**src/rtl/branch_target_predictor.sv**
```systemverilog
// branch_target_predictor
//   Fetch-stage branch predictor for the LC-3b pipeline: a direct-mapped
//   branch target buffer with one 2-bit saturating counter per entry. It
//   provides the predicted next PC to fetch every cycle. The resolved-branch
//   update port from MEM/WB trains it.
//
// Ports
//   clk                 : clock, all state changes on the rising edge
//   rst                 : asynchronous active-high reset
//   fetch_pc[15:0]      : PC of the instruction in IF
//   predict_addr[15:0]  : predicted next PC (combinational lookup)
//   predict_taken       : predict_addr comes from a BTB target
//   upd_valid           : resolved control-flow instruction in MEM/WB
//   upd_pc[15:0]        : PC of the resolved instruction
//   upd_taken           : resolved direction (1 = taken)
//   upd_target[15:0]    : resolved target address
//
// Optional build macro BP_PERF_CNT_EN adds:
//   upd_mispredict            : input, flush from branch detection
//   bp_update_count[15:0]     : saturating count of updates
//   bp_mispredict_count[15:0] : saturating count of mispredicted updates

module branch_target_predictor #(
    parameter int unsigned ENTRIES = 8,
    parameter int unsigned IDX_W   = $clog2(ENTRIES)
) (
    input  logic        clk,
    input  logic        rst,
`ifdef BP_PERF_CNT_EN
    input  logic        upd_mispredict,
    output logic [15:0] bp_update_count,
    output logic [15:0] bp_mispredict_count,
`endif
    input  logic [15:0] fetch_pc,
    output logic [15:0] predict_addr,
    output logic        predict_taken,
    input  logic        upd_valid,
    input  logic [15:0] upd_pc,
    input  logic        upd_taken,
    input  logic [15:0] upd_target
);

    localparam int unsigned TAG_W = 16 - 1 - IDX_W;

    typedef struct packed {
        logic             valid;
        logic [TAG_W-1:0] tag;
        logic [15:0]      target;
        logic [1:0]       ctr;
    } entry_t;

    entry_t btb_q [ENTRIES];

    // PCs are word aligned, so bit 0 plays no part in index or tag.
    logic unused_pc_lsb;
    assign unused_pc_lsb = fetch_pc[0] ^ upd_pc[0];

    // Lookup: combinational read of the registered table, no bypass.
    logic [IDX_W-1:0] fetch_idx;
    logic [TAG_W-1:0] fetch_tag;
    entry_t           fetch_entry;
    logic             fetch_hit;

    always_comb begin
        fetch_idx     = fetch_pc[IDX_W:1];
        fetch_tag     = fetch_pc[15:IDX_W+1];
        fetch_entry   = btb_q[fetch_idx];
        fetch_hit     = fetch_entry.valid && (fetch_entry.tag == fetch_tag);
        predict_taken = fetch_hit && fetch_entry.ctr[1];
        predict_addr  = predict_taken ? fetch_entry.target : (fetch_pc + 16'h0002);
    end

    // Training: work out the replacement entry for the indexed slot.
    logic [IDX_W-1:0] upd_idx;
    logic [TAG_W-1:0] upd_tag;
    entry_t           upd_cur;
    entry_t           upd_next;
    logic             upd_hit;
    logic             upd_write;

    always_comb begin
        upd_idx   = upd_pc[IDX_W:1];
        upd_tag   = upd_pc[15:IDX_W+1];
        upd_cur   = btb_q[upd_idx];
        upd_hit   = upd_cur.valid && (upd_cur.tag == upd_tag);
        upd_next  = upd_cur;
        upd_write = 1'b0;
        if (upd_valid) begin
            if (upd_hit) begin
                upd_write = 1'b1;
                if (upd_taken) begin
                    upd_next.ctr    = (upd_cur.ctr == 2'b11) ? 2'b11 : (upd_cur.ctr + 2'd1);
                    upd_next.target = upd_target;
                end else begin
                    upd_next.ctr    = (upd_cur.ctr == 2'b00) ? 2'b00 : (upd_cur.ctr - 2'd1);
                end
            end else if (upd_taken) begin
                // Allocate or replace; a new entry starts at weakly taken.
                upd_write       = 1'b1;
                upd_next.valid  = 1'b1;
                upd_next.tag    = upd_tag;
                upd_next.target = upd_target;
                upd_next.ctr    = 2'b10;
            end
        end
    end

    // Table storage; reset leaves every entry invalid and weakly not-taken.
    always_ff @(posedge clk or posedge rst) begin
        if (rst) begin
            for (int unsigned i = 0; i < ENTRIES; i++) begin
                btb_q[i].valid  <= 1'b0;
                btb_q[i].tag    <= '0;
                btb_q[i].target <= '0;
                btb_q[i].ctr    <= 2'b01;
            end
        end else if (upd_write) begin
            btb_q[upd_idx] <= upd_next;
        end
    end

`ifdef BP_PERF_CNT_EN
    // Saturating update / mispredict event counters.
    always_ff @(posedge clk or posedge rst) begin
        if (rst) begin
            bp_update_count     <= '0;
            bp_mispredict_count <= '0;
        end else if (upd_valid) begin
            if (bp_update_count != 16'hFFFF) begin
                bp_update_count <= bp_update_count + 16'd1;
            end
            if (upd_mispredict && (bp_mispredict_count != 16'hFFFF)) begin
                bp_mispredict_count <= bp_mispredict_count + 16'd1;
            end
        end
    end
`endif

endmodule

```
**config.mk**
```make
export PLATFORM = sky130hd
export DESIGN_NAME = branch_target_predictor
export DESIGN_NICKNAME = d
export VERILOG_FILES = /design/src/rtl/branch_target_predictor.sv
export SDC_FILE = /design/constraint.sdc
export NUM_CORES = 1
export LEC_CHECK = 0
export BUFFER_PORTS_ARGS = -buffer_cell sky130_fd_sc_hd__buf_2
export CAP_MARGIN = 20
export CORE_ASPECT_RATIO = 0.5
export CORE_MARGIN = 10
export CORE_UTILIZATION = 60
export DETAILED_ROUTE_END_ITERATION = 10
export GPL_TIMING_DRIVEN = 0
export PLACE_DENSITY = 0.77
export SLEW_MARGIN = 5
export SYNTH_ARGS = -nofsm -noshare
export SYNTH_HDL_FRONTEND = slang
export SYNTH_SLANG_ARGS = --single-unit
```
**constraint.sdc**
```tcl
create_clock -name clk -period 15.2 [get_ports clk]
set_input_delay 1.52 -clock clk [delete_from_list [all_inputs] [get_ports clk]]
set_output_delay 1.52 -clock clk [all_outputs]
set_load 0.02 [all_outputs]
```
==> summary.txt <==
GRT
  • Pin count of the biggest net entering global routing: roughly 110
  • Initial antenna violation count: 1
  • GRT Overall Usage: 29.43%
  • First-pass GRT wire length: roughly 69 mm
  • GR Overflow Total: 0
  • Vias in the first global route: ~11000

Synth
  • Synth Area in Compound Gates: 11.03%
  • Syn Area/Cell: 12.57 um^2
  • Largest family of logic cells by synthesized area: multiplexers
  • Async SR Flop Fraction: 100.0%
  • Post-Syn Area: ~14000 um^2
  • Synth warn: 0
  • Synth Area in Adders: 0.2308%
  • Synth Area in Simple Gates: ~5.4%
  • Synth Area in XOR/XNOR: 2.050%
  • Mux cell area share after synthesis: between 30% and 40%
  • Syn_nets: 1174
  • Post-synth EDFFs: 0
  • #FFs+latches synth: 248
  • Top_reg_cell synth: dfrtp_1
  • Post-Syn Instances: 1121
  • Sequential fraction of the synthesis area: 44.10%
  • Distinct cell type count after synthesis: 57

Timing
  • Slew @ Worst Pin: between 1 and 1.5 ns
  • Peak Freq: 147.3 MHz
  • RSZ-0062 raised after global routing: false
  • Skew final: 0.01643 ns
  • Period utilization: 44.65%
  • # setup viols final: 0
  • Rel. slew slack: between 30% and 40%
  • Minimum clock period: 6.787 ns
  • Hold Vio Cnt, Final: 0
  • Max-slew violation count: 0
  • TNS Setup: 0 ns

Routing
  • Antenna Nets Post-Route: 0
  • WL final: 45.70 mm
  • DR vias: 10980
  • Drt drc: 0
  • Wirelength per Cell: 29.72 um
  • 1st-iter DRT viols: ~1700
  • DRT Pass-1 Iters: 6
  • DR vias/cell: roughly 7.1

CTS
  • Clock latency on the worst-skew pair: 0.55 ns
  • Clock Pin Slew Worst Setup and Hold Paths: 0.06 ns
  • CTS Hold Buffers Added: 0
  • CTS Sinks: between 200 and 250
  • # Post-CTS Setup Buffers: 0
  • CTS root buf: clkbuf_16
  • Post-CTS Resized: 0
  • Clock tree buffer depth: 3
  • CTS tree: built
  • TritonCTS Buffers: 24
  • CTS H-Tree Depth: 1

Floorplanning
  • Row cnt: 39
  • Placeable Area: 22930 um^2
  • Die Area: 30400 um^2
  • Initial core utilization: 61.46%
  • IO Pins: 69
  • Die height: 128.4 um
  • Chip Width: roughly 240 um

Status
  • Status: completed

Critical path
  • Reg2reg path depth: 9
  • Worst r2r src: btb_q[24]
  • FF-to-FF setup slack: roughly 12 ns
  • WS Path Type: input pin to output pin
  • Setup crit start kind: input pin
  • RR Endpoint: btb_q[242]
  • Crit path capture type: output pin
  • CP max FO: 10
  • Data arrival time of the critical path: between 5 and 6 ns
  • Critical Path RT: about 14 ns

Worst hold path
  • Worst Hold Class: register to register
  • Hold Startpoint: btb_q[247]
  • Hold Path End: btb_q[247]
  • Worst hold path cell count: 1

Layout
  • Biggest register: btb_q
  • Ratio of cells with drive above 1 in the final layout: 23.96%
  • Post-Route Utilization: 68.16%
  • Inserted Diodes: 0
  • Largest register FFs: 248
  • Most common cell after layout, fill and taps aside: dfrtp_1
  • Non-Filler Instances: between 1500 and 2000
  • Multi-input gate area: 7148 um^2
  • Nets@finish: 1266
  • Layout area overhead: 10.89%
  • FF/Latch Area: 6216 um^2
  • Post-Layout Inst Area: 15630 um^2
  • Most frequent cells in the layout: dfrtp_1 (240), mux2_1 (143), buf_2 (99), mux2i_1 (84), mux4_2 (78)
  • Biggest regs: btb_q: 248 flops
  • Number of fill cells: 1621

Placed design
  • Placed Instances: 1493
  • Placed cell areas: 14860 um^2
  • DP HPWL: 30.44 mm
  • GP Congestion: roughly 0.96
  • IO Port Bufs: 63

Power
  • Pleak: 6.801 nW
  • Total Power: 0.002125 W
  • Pwr/cell area: 136.0 nW/um^2
  • Maximum vdd drop: 0.09738 mV

Flow run
  • Total of max-cap violations: 0
[metal layers]
layer	up-vias	track usage, %	routed length (um)
li1	4396	-	-
met1	5599	38.75	17470
met2	835	45.08	20320
met3	148	7.712	5693
met4	2	14.34	2211
met5	-	0	13
[synth_stat cells, drive strengths merged (2+ instances only)]
| master | count | area [um^2] |
|---|---|---|
| mux2 | 170 | 1914 |
| o22a | 54 | 473.0 |
| mux4 | 78 | 1757 |
| and4 | 2 | 17.52 |
| a211oi | 3 | 22.52 |
| a31oi | 8 | 50.05 |
| and2 | 6 | 37.54 |
| o21ba | 8 | 130.1 |
| dfstp | 8 | 210.2 |
| o21ai | 8 | 40.04 |
| nor2b | 8 | 50.05 |
| a21oi | 44 | 224.0 |
| and3 | 4 | 25.02 |
| nand2 | 49 | 186.4 |
| inv | 43 | 161.4 |
| clkbuf | 21 | 78.83 |
| maj3 | 2 | 20.02 |
| o21a | 3 | 22.52 |
| xnor2 | 14 | 122.6 |
| mux2i | 84 | 840.8 |
| nand3 | 18 | 90.09 |
| o22ai | 42 | 262.8 |
| a221oi | 8 | 76.32 |
| nand4 | 3 | 18.77 |
| dfrtp | 240 | 6006 |
| o221ai | 2 | 17.52 |
| o32a | 2 | 20.02 |
| a22oi | 17 | 127.6 |
| nor3 | 2 | 15.01 |
| xor2 | 19 | 166.4 |
| or2 | 9 | 56.31 |
| buf | 70 | 491.7 |
| a22o | 3 | 26.28 |
| nor2 | 57 | 216.5 |
[final cells by class]
cell class / instances / area share [%]
buffer: 91 / 3.650
clock buffer: 39 / 4.659
clock inverter: 5 / 0.1921
inverter: 43 / 1.081
multi-input combinational: 739 / 45.73
sequential: 248 / 39.77
tap: 307 / 2.457
timing repair buffer: 66 / 2.465
[cell families after synthesis]
kind of cell	count (synthesis)
flops	248
simple gates	162
xor+xnor	33
compound gates	209
fa+ha+maj	3
buf+inv	134
mux	332
[per-stage QoR]
step	worst slack [ns]	hold WS [ns]
floorplan	6.878	0.4508
global placement	4.482	0.4815
global route	8.290	0.5152
CTS	8.483	0.5004
detailed placement	8.491	0.4836
finish	8.413	0.4980
[worst max-delay path by stage]
stage	depth (start not counted)	from	endpoint	slack, ns
detailed placement	13	fetch_pc[1]	predict_addr[10]	8.49
finish	13	fetch_pc[1]	predict_addr[10]	8.41
global route	13	fetch_pc[1]	predict_addr[10]	8.29
CTS	13	fetch_pc[1]	predict_addr[10]	8.48
floorplan	1	rst	btb_q[100]	6.88
global placement	2	rst	btb_q[144]	4.48
[worst max-delay path, stage by stage]
cell and delay [ns]:
buf_2 0.11, buf_6 0.19, buf_6 0.21, buf_2 0.31, buf_2 0.46, mux2i_1 0.55, xor2_1 0.21, nand3_1 0.16
nor4_4 0.53, buf_2 0.35, nor2_1 0.08, a21oi_1 0.33, buf_2 0.25
[report_power, final]
part           internal, W  switching [W]  total (W)
clock             0.000328       0.000270   0.000598
sequential        0.000838       0.000141   0.000980
combinational     0.000288       0.000260   0.000548
total              0.00145       0.000671    0.00213
Note: power is estimated with default switching activity, not from simulation.
